File: src/rtl/scan_mux_pkg.sv
// Shared types and default parameters for the scan_mux channel selector.
package scan_mux_pkg;

   typedef enum logic {
      MANUAL = 1'b0,
      AUTO   = 1'b1
   } state_t;

   localparam int DEF_N_CH  = 4;
   localparam int DEF_WIDTH = 8;
   localparam int DEF_DWELL = 50_000_000;

   // Dwell counter width; a single bit is kept even when DWELL is 1.
   function automatic int cnt_width(input int dwell);
      return (dwell > 1) ? $clog2(dwell) : 1;
   endfunction

endpackage

File: src/rtl/sync2.sv
// Parametrised-width two-flop synchroniser with asynchronous active-low reset.
module sync2 #(
   parameter int WIDTH = 1
) (
   input  logic             clk,
   input  logic             rst_n,
   input  logic [WIDTH-1:0] d,
   output logic [WIDTH-1:0] q
);

   logic [WIDTH-1:0] meta_reg;
   logic [WIDTH-1:0] sync_reg;

   always_ff @(posedge clk or negedge rst_n) begin
      if (!rst_n) begin
         meta_reg <= '0;
         sync_reg <= '0;
      end else begin
         meta_reg <= d;
         sync_reg <= meta_reg;
      end
   end

   assign q = sync_reg;

endmodule

File: src/rtl/scan_mux.sv
// Registered N-channel word selector with manual select and timed auto-scan.
// Define SCAN_MUX_SYNC_EN to pass sel/auto/hold through two-flop synchronisers.
module scan_mux
   import scan_mux_pkg::*;
#(
   parameter int N_CH  = DEF_N_CH,
   parameter int WIDTH = DEF_WIDTH,
   parameter int DWELL = DEF_DWELL,
   parameter int SEL_W = $clog2(N_CH)
) (
   input  logic                  clk,
   input  logic                  rst_n,
   input  logic [N_CH*WIDTH-1:0] din,
   input  logic [SEL_W-1:0]      sel,
   input  logic                  auto,
   input  logic                  hold,
   output logic [WIDTH-1:0]      dout,
   output logic [SEL_W-1:0]      ch,
   output logic                  chg
);

   localparam int               CNT_W    = cnt_width(DWELL);
   localparam logic [CNT_W-1:0] CNT_LAST = CNT_W'(DWELL - 1);
   localparam logic [SEL_W-1:0] CH_LAST  = SEL_W'(N_CH - 1);
   localparam logic [SEL_W:0]   N_CH_EXT = (SEL_W + 1)'(N_CH);

   logic [SEL_W-1:0] sel_eff;
   logic             auto_eff;
   logic             hold_eff;

`ifdef SCAN_MUX_SYNC_EN
   logic [SEL_W+1:0] sync_q;

   sync2 #(
      .WIDTH (SEL_W + 2)
   ) u_sync (
      .clk   (clk),
      .rst_n (rst_n),
      .d     ({sel, auto, hold}),
      .q     (sync_q)
   );

   assign {sel_eff, auto_eff, hold_eff} = sync_q;
`else
   assign sel_eff  = sel;
   assign auto_eff = auto;
   assign hold_eff = hold;
`endif

   logic [WIDTH-1:0] word [N_CH];

   generate
      for (genvar gi = 0; gi < N_CH; gi++) begin : g_word
         assign word[gi] = din[gi*WIDTH +: WIDTH];
      end
   endgenerate

   state_t           state_reg;
   logic [CNT_W-1:0] cnt_reg;
   logic [CNT_W-1:0] cnt_now;
   logic [CNT_W-1:0] cnt_next;
   logic [SEL_W-1:0] ch_reg;
   logic [SEL_W-1:0] ch_next;
   logic [WIDTH-1:0] dout_reg;
   logic             chg_reg;

   // The mode for this cycle follows the effective auto input, so a falling
   // auto on the terminal count reloads sel instead of advancing.
   always_comb begin
      cnt_now  = (state_reg == AUTO) ? cnt_reg : '0;
      cnt_next = '0;
      ch_next  = ch_reg;
      if (auto_eff) begin
         if (hold_eff) begin
            cnt_next = cnt_now;
         end else if (cnt_now == CNT_LAST) begin
            cnt_next = '0;
            ch_next  = (ch_reg == CH_LAST) ? '0 : ch_reg + 1'b1;
         end else begin
            cnt_next = cnt_now + 1'b1;
         end
      end else if ({1'b0, sel_eff} < N_CH_EXT) begin
         ch_next = sel_eff;
      end
   end

   always_ff @(posedge clk or negedge rst_n) begin
      if (!rst_n) begin
         state_reg <= MANUAL;
         cnt_reg   <= '0;
         ch_reg    <= '0;
         dout_reg  <= '0;
         chg_reg   <= 1'b0;
      end else begin
         state_reg <= auto_eff ? AUTO : MANUAL;
         cnt_reg   <= cnt_next;
         ch_reg    <= ch_next;
         dout_reg  <= word[ch_next];
         chg_reg   <= (ch_next != ch_reg);
      end
   end

   assign dout = dout_reg;
   assign ch   = ch_reg;
   assign chg  = chg_reg;

endmodule

File: config.mk
export PLATFORM = sky130hd
export DESIGN_NAME = scan_mux
export DESIGN_NICKNAME = d
export VERILOG_FILES = /design/src/rtl/scan_mux_pkg.sv /design/src/rtl/sync2.sv /design/src/rtl/scan_mux.sv
export SDC_FILE = /design/constraint.sdc
export NUM_CORES = 1
export LEC_CHECK = 0
export ABC_AREA = 0
export ABC_CLOCK_PERIOD_IN_PS = 6800
export CAP_MARGIN = 30
export CORE_UTILIZATION = 54
export DETAILED_ROUTE_END_ITERATION = 7
export PLACE_DENSITY_LB_ADDON = 0.3
export SYNTH_ARGS = -nofsm -noshare
export SYNTH_HDL_FRONTEND = slang
export SYNTH_SLANG_ARGS = --single-unit
File: constraint.sdc
create_clock -name clk -period 6.8 [get_ports clk]
set_input_delay 0.68 -clock clk [delete_from_list [all_inputs] [get_ports clk]]
set_output_delay 0.68 -clock clk [all_outputs]
set_load 0.05 [all_outputs]
==> flow_metrics.tcl, run 1 <==
set metrics [dict create \
    ctsResizeCount 0 \
    leakage_nw 1.218 \
    slowest_delay_ns 0.76 \
    p_per_area_nw_per_um2 198.8 \
    grt_util_met2_pct 40.00 \
    arrival_ns 3.28 \
    grtUsageMet3_pct 6.162 \
    grt_pass1_wl_um 7362 \
    dp_hpwl_um 3378 \
    finalWirelength_um 4596 \
    drive_above_1_share_pct 6.615 \
    ys.flop_type "dfrtp_1" \
    fin_crit_sh_pct 45.74 \
    synth_top_cell_by_area "dfrtp_1" \
    netlist_area_um2 2118 \
    tightest_slew_ns 0.8396 \
    die_area_um2 4177 \
    root_buffer "clkbuf_8" \
    r2r-start "state_reg$_DFF_PN0_" \
    status "complete, no violations" \
    largest_register_ffs 26 \
    drv_cap 0 \
    peakVddDrop_uv 119.9 \
    gp_congestion 0.8116 \
    yosysMostFrequentCell "dfrtp_1" \
    finalNetCount 297 \
    grt_use_met1_pct 29.74 \
    final_cells 305 \
    rows 22 \
    dp.cells 298 \
    antenna_cells 0 \
    first_global_vias 1586 \
    numCtsBuffers 5 \
    area_growth_pct 29.95 \
    post_cts_buffers 0 \
    r2r_setup_slack_ns 3.69 \
    clkTransAtPathRegs_ns 0.08 \
    final_antenna_net_count 0 \
    pre_cts_ws_ns 3.650 \
    critical_path_class "flop to flop" \
    synth_top_area_share_pct 44.89 \
    maxSlewViolCount 0 \
    routed_via_density 5.564 \
    r2r-end "dout[6]$_DFF_PN0_" \
    clock_latency_ns 0.29 \
    vias 1697 \
    fillers 267 \
    grt-busiest-layer "met2" \
    crit_top_cell "mux2i_1" \
    ys_seq_area_share_pct 44.89 \
    setup_slack_ns 3.689 \
    critPathCapture "dout[6]$_DFF_PN0_" \
    min_period_ns 3.111 \
    fp.dieW_um 64.63 \
    die_y_um 64.63 \
    grt_use_total_pct 23.32 \
    synth-seq-cells 38 \
    slew_headroom_pct 44.03 \
    max_freq_mhz 321.5 \
    rr_worst_depth 9 \
    crit_fanout 20 \
    synthTopCellsByCount "dfrtp_1 (38), nor2_1 (32), mux2i_1 (26)" \
    cts_tree "yes" \
    finalHoldViolCount 0 \
    netlist_instances 209 \
    cp-start-kind "flop" \
    synth_edf_count 0 \
    synth_cell_types 36 \
    grt_overflow 0 \
    htree_levels 2 \
    startpoint "state_reg$_DFF_PN0_" \
    cts_buffer_depth 2 \
    grt_setup_unrepaired "false" \
    tns_ns 0 \
    ys.warnings.count 0 \
    utilization_pct 74.07 \
    synthTopCellsByArea "dfrtp_1 (45%), mux2i_1 (12%), nor2_1 (5.7%), xnor2_1 (5.4%), xor2_1 (4.5%)" \
    clkSinkCount 38 \
    endpoint_kind "flop" \
    clock_skew_ns 0.008976 \
    drc 0 \
    io_pins 49 \
    initial_utilization_pct 57.00 \
    setup-violations-final 0 \
    required_ns 6.97 \
    drtIter0Drc 105 \
    crit_path_cell_trace "and2_1 -> ha_1 -> nand4b_4 -> nor2_1 -> a311oi_1 -> a311oi_4 -> buf_8 -> mux2i_1 -> mux2i_1" \
    crit_slowest_cell "dfrtp_1" \
    synth_nets 249 \
    min_path_type "input pin to async pin" \
    ctsHoldBuffers 0 \
    async_flop_share_pct 100.0 \
    io_buffers 48 \
    grt_max_degree 39 \
    stdcell_area_um2 2753 \
    post_dp_cell_area_um2 2640 \
    drt-pass1-iter-count 4 \
    avgSynthCellArea_um2 10.14 \
    antenna_found_initial 0 \
    wl_per_cell_um 15.07 \
    core_area_um2 3716 \
]
-- cell families (layout without fill, tap and decap cells) --
| kind of cell | after synthesis | in the layout | synth area share (%) |
|---|---|---|---|
| flops | 38 | 38 | 44.89 |
| buf+inv | 13 | 61 | 3.248 |
| mux | 26 | 26 | 12.29 |
| fa+ha+maj | 2 | 2 | 1.181 |
| simple gates | 96 | 96 | 25.58 |
| compound gates | 10 | 10 | 2.895 |
| xor+xnor | 24 | 24 | 9.923 |
-- power breakdown --
group	leakage, nW	internal (mW)	total (mW)	switching (mW)
clock	0.0573	0.117	0.193	0.0761
sequential	0.500	0.235	0.241	0.00582
combinational	0.661	0.0499	0.113	0.0629
-- layer usage --
metal | vias up | share of wire, %
met4 | 0 | 0.83
met3 | 4 | 4.5
met5 | - | 0
met1 | 827 | 44
li1 | 823 | -
met2 | 43 | 51
-- worst min-delay path by stage --
stage                                       end                  start  slack, ns
after floorplan                 ch[0]$_DFF_PN0_                  rst_n       0.38
after global placement    cnt_reg[17]$_DFF_PN0_  cnt_reg[17]$_DFF_PN0_       0.53
after detailed placement  cnt_reg[23]$_DFF_PN0_  cnt_reg[23]$_DFF_PN0_       0.54
after CTS                  cnt_reg[4]$_DFF_PN0_                  rst_n       0.51
after global routing       cnt_reg[3]$_DFF_PN0_                  rst_n       0.54
final                      cnt_reg[4]$_DFF_PN0_                  rst_n       0.48
-- final cells by class --
class | instances | area [µm²] | area share (%)
Clock buffer | 6 | 82.58 | 3.000
Clock inverter | 1 | 30.03 | 1.091
Inverter | 4 | 15.01 | 0.5455
Multi-Input combinational cell | 158 | 1116 | 40.55
Sequential cell | 38 | 950.9 | 34.55
Tap cell | 48 | 60.06 | 2.182
Timing Repair Buffer | 50 | 498.0 | 18.09
-- metrics by stage --
step / hold WS, ns / power, mW
2_1_floorplan: 0.3844 / 0.3068
3_3_place_gp: 0.5301 / 0.3549
3_5_place_dp: 0.5394 / 0.3586
4_1_cts: 0.5094 / 0.5524
5_1_grt: 0.5422 / 0.5661
6_report: 0.4832 / 0.5474
-- worst max-delay path, delay by kind of cell, from the launching register on --
family / cells / cell delay, ns
AO/OA/AOI/OAI: 2 / 0.83
adder cells (fa/ha/maj): 1 / 0.22
buffers and inverters: 1 / 0.24
flip-flops: 1 / 0.76
multiplexers: 2 / 0.30
AND/OR/NAND/NOR: 3 / 0.63
-- placed cells by master, fill, tap and decap left out, types with 2 or more instances in the layout --
| master | instances |
|---|---|
| clkdlybuf4s50_1 | 47 |
| dfrtp_1 | 38 |
| nor2_1 | 32 |
| mux2i_1 | 26 |
| nand2_1 | 20 |
| xnor2_1 | 13 |
| xor2_1 | 11 |
| nand4_1 | 6 |
| clkbuf_8 | 6 |
| and2_1 | 5 |
| and4_1 | 4 |
| a21oi_1 | 4 |
| inv_1 | 4 |
| nand3_1 | 4 |
| and3_1 | 4 |
| nor4_1 | 3 |
| nand4_2 | 2 |
| nor4bb_1 | 2 |
| nor4b_1 | 2 |
| o21ai_0 | 2 |
| or3_1 | 2 |
| nor2b_1 | 2 |
| ha_1 | 2 |
Note: power is estimated with default switching activity, not from simulation.
==> run 2, diff against run 1 <==
ABC_CLOCK_PERIOD_IN_PS = 2620   (was 6800)
CORE_UTILIZATION = 45   (was 54)
clock period = 2.62 ns   (was 6.8 ns; I/O delays follow)
==> flow_metrics.tcl, run 2 (synthesis gave the netlist of run 1 again) <==
set metrics [dict create \
    drt-pass1-iter-count 4 \
    layout_commonest_cell "clkdlybuf4s50_1" \
    finalNetCount 304 \
    die_y_um 70.61 \
    utilization_pct 63.29 \
    die_area_um2 4986 \
    arrival_ns 2.55 \
    setup_slack_ns 0.2963 \
    drv_cap 0 \
    cts_buffer_depth 2 \
    slew_headroom_pct 44.28 \
    pre_cts_ws_ns 0.3089 \
    drc 0 \
    min_path_type "input pin to async pin" \
    largest_register_ffs 26 \
    io_buffers 48 \
    finalHoldViolCount 0 \
    final_antenna_net_count 0 \
    required_ns 2.84 \
    p_total_mw 1.393 \
    status "complete, no violations" \
    power_frac_seq_pct 44.6 \
    grt_pass1_wl_um 8045 \
    power_switching_mw 0.3804 \
    grt_setup_unrepaired "false" \
    antenna_cells 0 \
    rr_worst_depth 9 \
    gp_congestion 0.8497 \
    crit_slowest_cell "and4_1" \
    ctsHoldBuffers 0 \
    holdWs_ns 0.06279 \
    crit_top_cell "mux2i_1" \
    peakVddDrop_uv 317.9 \
    routed_via_density 5.312 \
    pwr-share-comb_pct 21.6 \
    grt_max_degree 39 \
    clock_skew_ns 0.002476 \
    final_cell_mix "clkdlybuf4s50_1 (47), dfrtp_1 (38), nor2_1 (32)" \
    p_int_mw 1.012 \
    grt_overflow 0 \
    numCtsBuffers 5 \
    root_buffer "clkbuf_8" \
    tightest_slew_ns 0.8357 \
    finalWirelength_um 4658 \
    crit_fanout 9 \
    clock_power_share_pct 33.8 \
    endpoint_kind "flop" \
    dp_hpwl_um 3399 \
    tns_ns 0 \
    crit_path_cell_trace "and2_1 -> ha_1 -> nand4b_4 -> nor2_1 -> and4_1 -> mux2i_1 -> a21oi_1 -> buf_4 -> mux2i_1" \
    area_growth_pct 32.78 \
    leakage_nw 1.255 \
    p_per_area_nw_per_um2 495.1 \
    post_cts_buffers 0 \
    fp.dieW_um 70.61 \
    p_sw_share_pct 27.32 \
    maxSlewViolCount 0 \
    rows 24 \
    cp-start-kind "flop" \
    initial_utilization_pct 47.66 \
    drtIter0Drc 94 \
    slowest_delay_ns 0.39 \
    htree_levels 2 \
    vias 1684 \
    critical_path_class "flop to flop" \
    ctsResizeCount 0 \
    io_pins 49 \
    clkTransAtPathRegs_ns 0.07 \
    first_global_vias 1730 \
    fin_crit_sh_pct 88.69 \
    antenna_found_initial 0 \
    core_area_um2 4444 \
    setup-violations-final 0 \
    min_period_ns 2.324 \
    cts_tree "yes" \
    drive_above_1_share_pct 9.434 \
    clkSinkCount 38 \
    wl_per_cell_um 14.69 \
    grt_use_total_pct 21.14 \
    clock_latency_ns 0.30 \
    max_freq_mhz 430.4 \
]
==> run 2: worst paths after layout <==
kind | from | to | slack, ns
max | state_reg$_DFF_PN0_ | dout[2]$_DFF_PN0_ | 0.30
min | rst_n | cnt_reg[3]$_DFF_PN0_ | 0.06
max reg2reg | state_reg$_DFF_PN0_ | dout[2]$_DFF_PN0_ | 0.30
min reg2reg | cnt_reg[17]$_DFF_PN0_ | cnt_reg[17]$_DFF_PN0_ | 0.55
max in group asynchronous | rst_n | cnt_reg[21]$_DFF_PN0_ | 2.03
min in group clk | cnt_reg[17]$_DFF_PN0_ | cnt_reg[17]$_DFF_PN0_ | 0.55
==> run 2: critical path, delay by kind of cell, from the launching register on <==
kind,cells,cell delay (ns)
AOI/OAI and AO/OA,1,0.17
adders and majority gates,1,0.21
buffers and inverters,1,0.22
DFF,1,0.38
muxes,2,0.32
and+or+nand+nor,4,0.94
==> run 2: final cells by class <==
| cell class | instances | area (µm²) |
|---|---|---|
| flip-flops and latches | 38 | 950.9 |
| fillers | 378 | 1632 |
| repair buffers | 57 | 555.5 |
| well taps | 52 | 65.06 |
| inverters | 4 | 15.01 |
| clock buffers | 8 | 110.1 |
| multi-input cells | 158 | 1116 |
==> run 2: power by group through the flow <==
stage | sequential (mW) | clock (mW) | combinational (mW)
2_1_floorplan | 0.713 | 0 | 0.0832
5_1_grt | 0.623 | 0.505 | 0.321
3_3_place_gp | 0.632 | 0 | 0.302
6_report | 0.621 | 0.471 | 0.301
4_1_cts | 0.621 | 0.482 | 0.305
3_5_place_dp | 0.633 | 0 | 0.304
==> run 2: through the flow <==
step / std cells / area, µm²
2_1_floorplan: 209 / 2118
3_3_place_gp: 309 / 2703
3_5_place_dp: 309 / 2703
4_1_cts: 317 / 2813
5_1_grt: 317 / 2813
6_report: 317 / 2813
==> run 2: layer usage <==
layer  vias up  part of all wire [%]  GRT usage, %
met1       816                    44         26.28
li1        830                     -             -
met5         -                     0             0
met3         7                   3.5         3.704
met2        31                    51         36.35
met4         0                   2.0         9.333
==> run 3, diff against run 2 <==
CORE_MARGIN = 2   (was unset)
==> flow_metrics.tcl, run 3 (synthesis gave the netlist of run 1 again) <==
set metrics [dict create \
    grt_pass1_wl_um 7866 \
    min_period_ns 2.323 \
    numCtsBuffers 5 \
    clkTransAtPathRegs_ns 0.07 \
    io_buffers 48 \
    required_ns 2.83 \
    routed_via_density 5.313 \
    tns_ns 0 \
    critical_path_class "flop to flop" \
    antenna_cells 0 \
    crit_fanout 5 \
    arrival_ns 2.53 \
    cts_buffer_depth 2 \
    first_global_vias 1691 \
    drv_cap 0 \
    ctsHoldBuffers 0 \
    final_cells 313 \
    drtIter0Drc 131 \
    drt-pass1-iter-count 4 \
    vias 1663 \
    rr_worst_depth 8 \
    setup_slack_ns 0.2972 \
    grt_use_total_pct 19.37 \
    setup-violations-final 0 \
    gp_congestion 0.8528 \
    fp.dieW_um 72.61 \
    grt_max_degree 39 \
    post_cts_buffers 0 \
    status "complete, no violations" \
    ctsResizeCount 0 \
    tightest_slew_ns 0.8325 \
    r2r-end "cnt_reg[22]$_DFF_PN0_" \
    r2r-start "state_reg$_DFF_PN0_" \
    dp.cells 307 \
    final_antenna_net_count 0 \
    startpoint "state_reg$_DFF_PN0_" \
    slowest_delay_ns 0.39 \
    grt_setup_unrepaired "false" \
    cp-start-kind "flop" \
    io_pins 49 \
    max_freq_mhz 430.5 \
    fin_crit_sh_pct 88.66 \
    wl_per_cell_um 14.80 \
    layout_commonest_cell "clkdlybuf4s50_1" \
    dp_hpwl_um 3435 \
    clock_latency_ns 0.29 \
    holdWs_ns 0.07232 \
    drive_above_1_share_pct 8.046 \
    finalWirelength_um 4631 \
    drc 0 \
    crit_path_cell_trace "and2_1 -> ha_1 -> nand4b_4 -> nor4_4 -> nand4_2 -> or3_4 -> or3_1 -> a21oi_1" \
    antenna_found_initial 0 \
    leakage_nw 1.231 \
    die_area_um2 5272 \
    cts_tree "yes" \
    peakVddDrop_uv 376.5 \
    clkSinkCount 38 \
    root_buffer "clkbuf_8" \
    initial_utilization_pct 47.66 \
    maxSlewViolCount 0 \
    htree_levels 2 \
    finalNetCount 302 \
    area_growth_pct 30.77 \
    final_cell_mix "clkdlybuf4s50_1 (47), dfrtp_1 (38), nor2_1 (32)" \
    p_per_area_nw_per_um2 473.8 \
    slew_headroom_pct 44.50 \
    largest_register_ffs 26 \
    crit_slowest_cell "nor4_4" \
    endpoint_kind "flop" \
    rows 24 \
    die_y_um 72.61 \
    finalHoldViolCount 0 \
    min_path_type "input pin to async pin" \
    core_area_um2 4444 \
    grt_overflow 0 \
    pre_cts_ws_ns 0.2515 \
    r2r_setup_slack_ns 0.30 \
    clock_skew_ns 0.01099 \
]
run 3: cell types whose count changed in the layout (fill, tap and decap cells not counted):
| cell | previous run | this run |
|---|---|---|
| clkbuf_8 | 8 | 6 |
| buf_4 | 8 | 6 |
run 3: cell type report:
class / instances / area [µm²]
fillers: 379 / 1674
multi-input cells: 158 / 1116
flip-flops and latches: 38 / 950.9
repair buffers: 55 / 540.5
clock buffers: 6 / 82.58
well taps: 52 / 65.06
inverters: 4 / 15.01
run 3: metrics by stage:
| step | instance area, µm² | total power [mW] | util (%) |
|---|---|---|---|
| finish | 2770 | 1.313 | 62.33 |
| global placement | 2688 | 0.9333 | 60.47 |
| floorplan | 2118 | 0.7963 | - |
| detailed placement | 2688 | 0.9366 | 60.47 |
| CTS | 2770 | 1.328 | 62.33 |
| global route | 2770 | 1.363 | 62.33 |
run 3: worst max path at each step:
stage / slack [ns] / to / cells after the start
global route: 0.09 / cnt_reg[22]$_DFF_PN0_ / 8
floorplan: 0.05 / cnt_reg[22]$_DFF_PN0_ / 10
global placement: 0.29 / cnt_reg[22]$_DFF_PN0_ / 7
finish: 0.30 / cnt_reg[22]$_DFF_PN0_ / 8
detailed placement: 0.25 / cnt_reg[22]$_DFF_PN0_ / 7
CTS: 0.28 / cnt_reg[22]$_DFF_PN0_ / 8
run 3: per-layer routing:
layer	up-vias	wire length, µm	GRT usage, %
li1	826	-	-
met1	800	2212	27.85
met2	30	2181	29.60
met3	7	154	2.901
met4	0	82	7.407
met5	-	0	0
run 3: critical path, delay by kind of cell (launching register included):
family,cells,cell delay [ns]
compound gates,1,0.14
fa+ha+maj,1,0.22
flops,1,0.35
simple gates,6,1.54
run 3: where the power goes:
group          switching, mW  leakage [nW]  internal, mW  total [mW]
Sequential            0.0103         0.500         0.611       0.621
Combinational          0.166         0.687         0.135       0.301
Clock                  0.188        0.0431         0.203       0.390
Total                  0.364          1.23         0.949        1.31
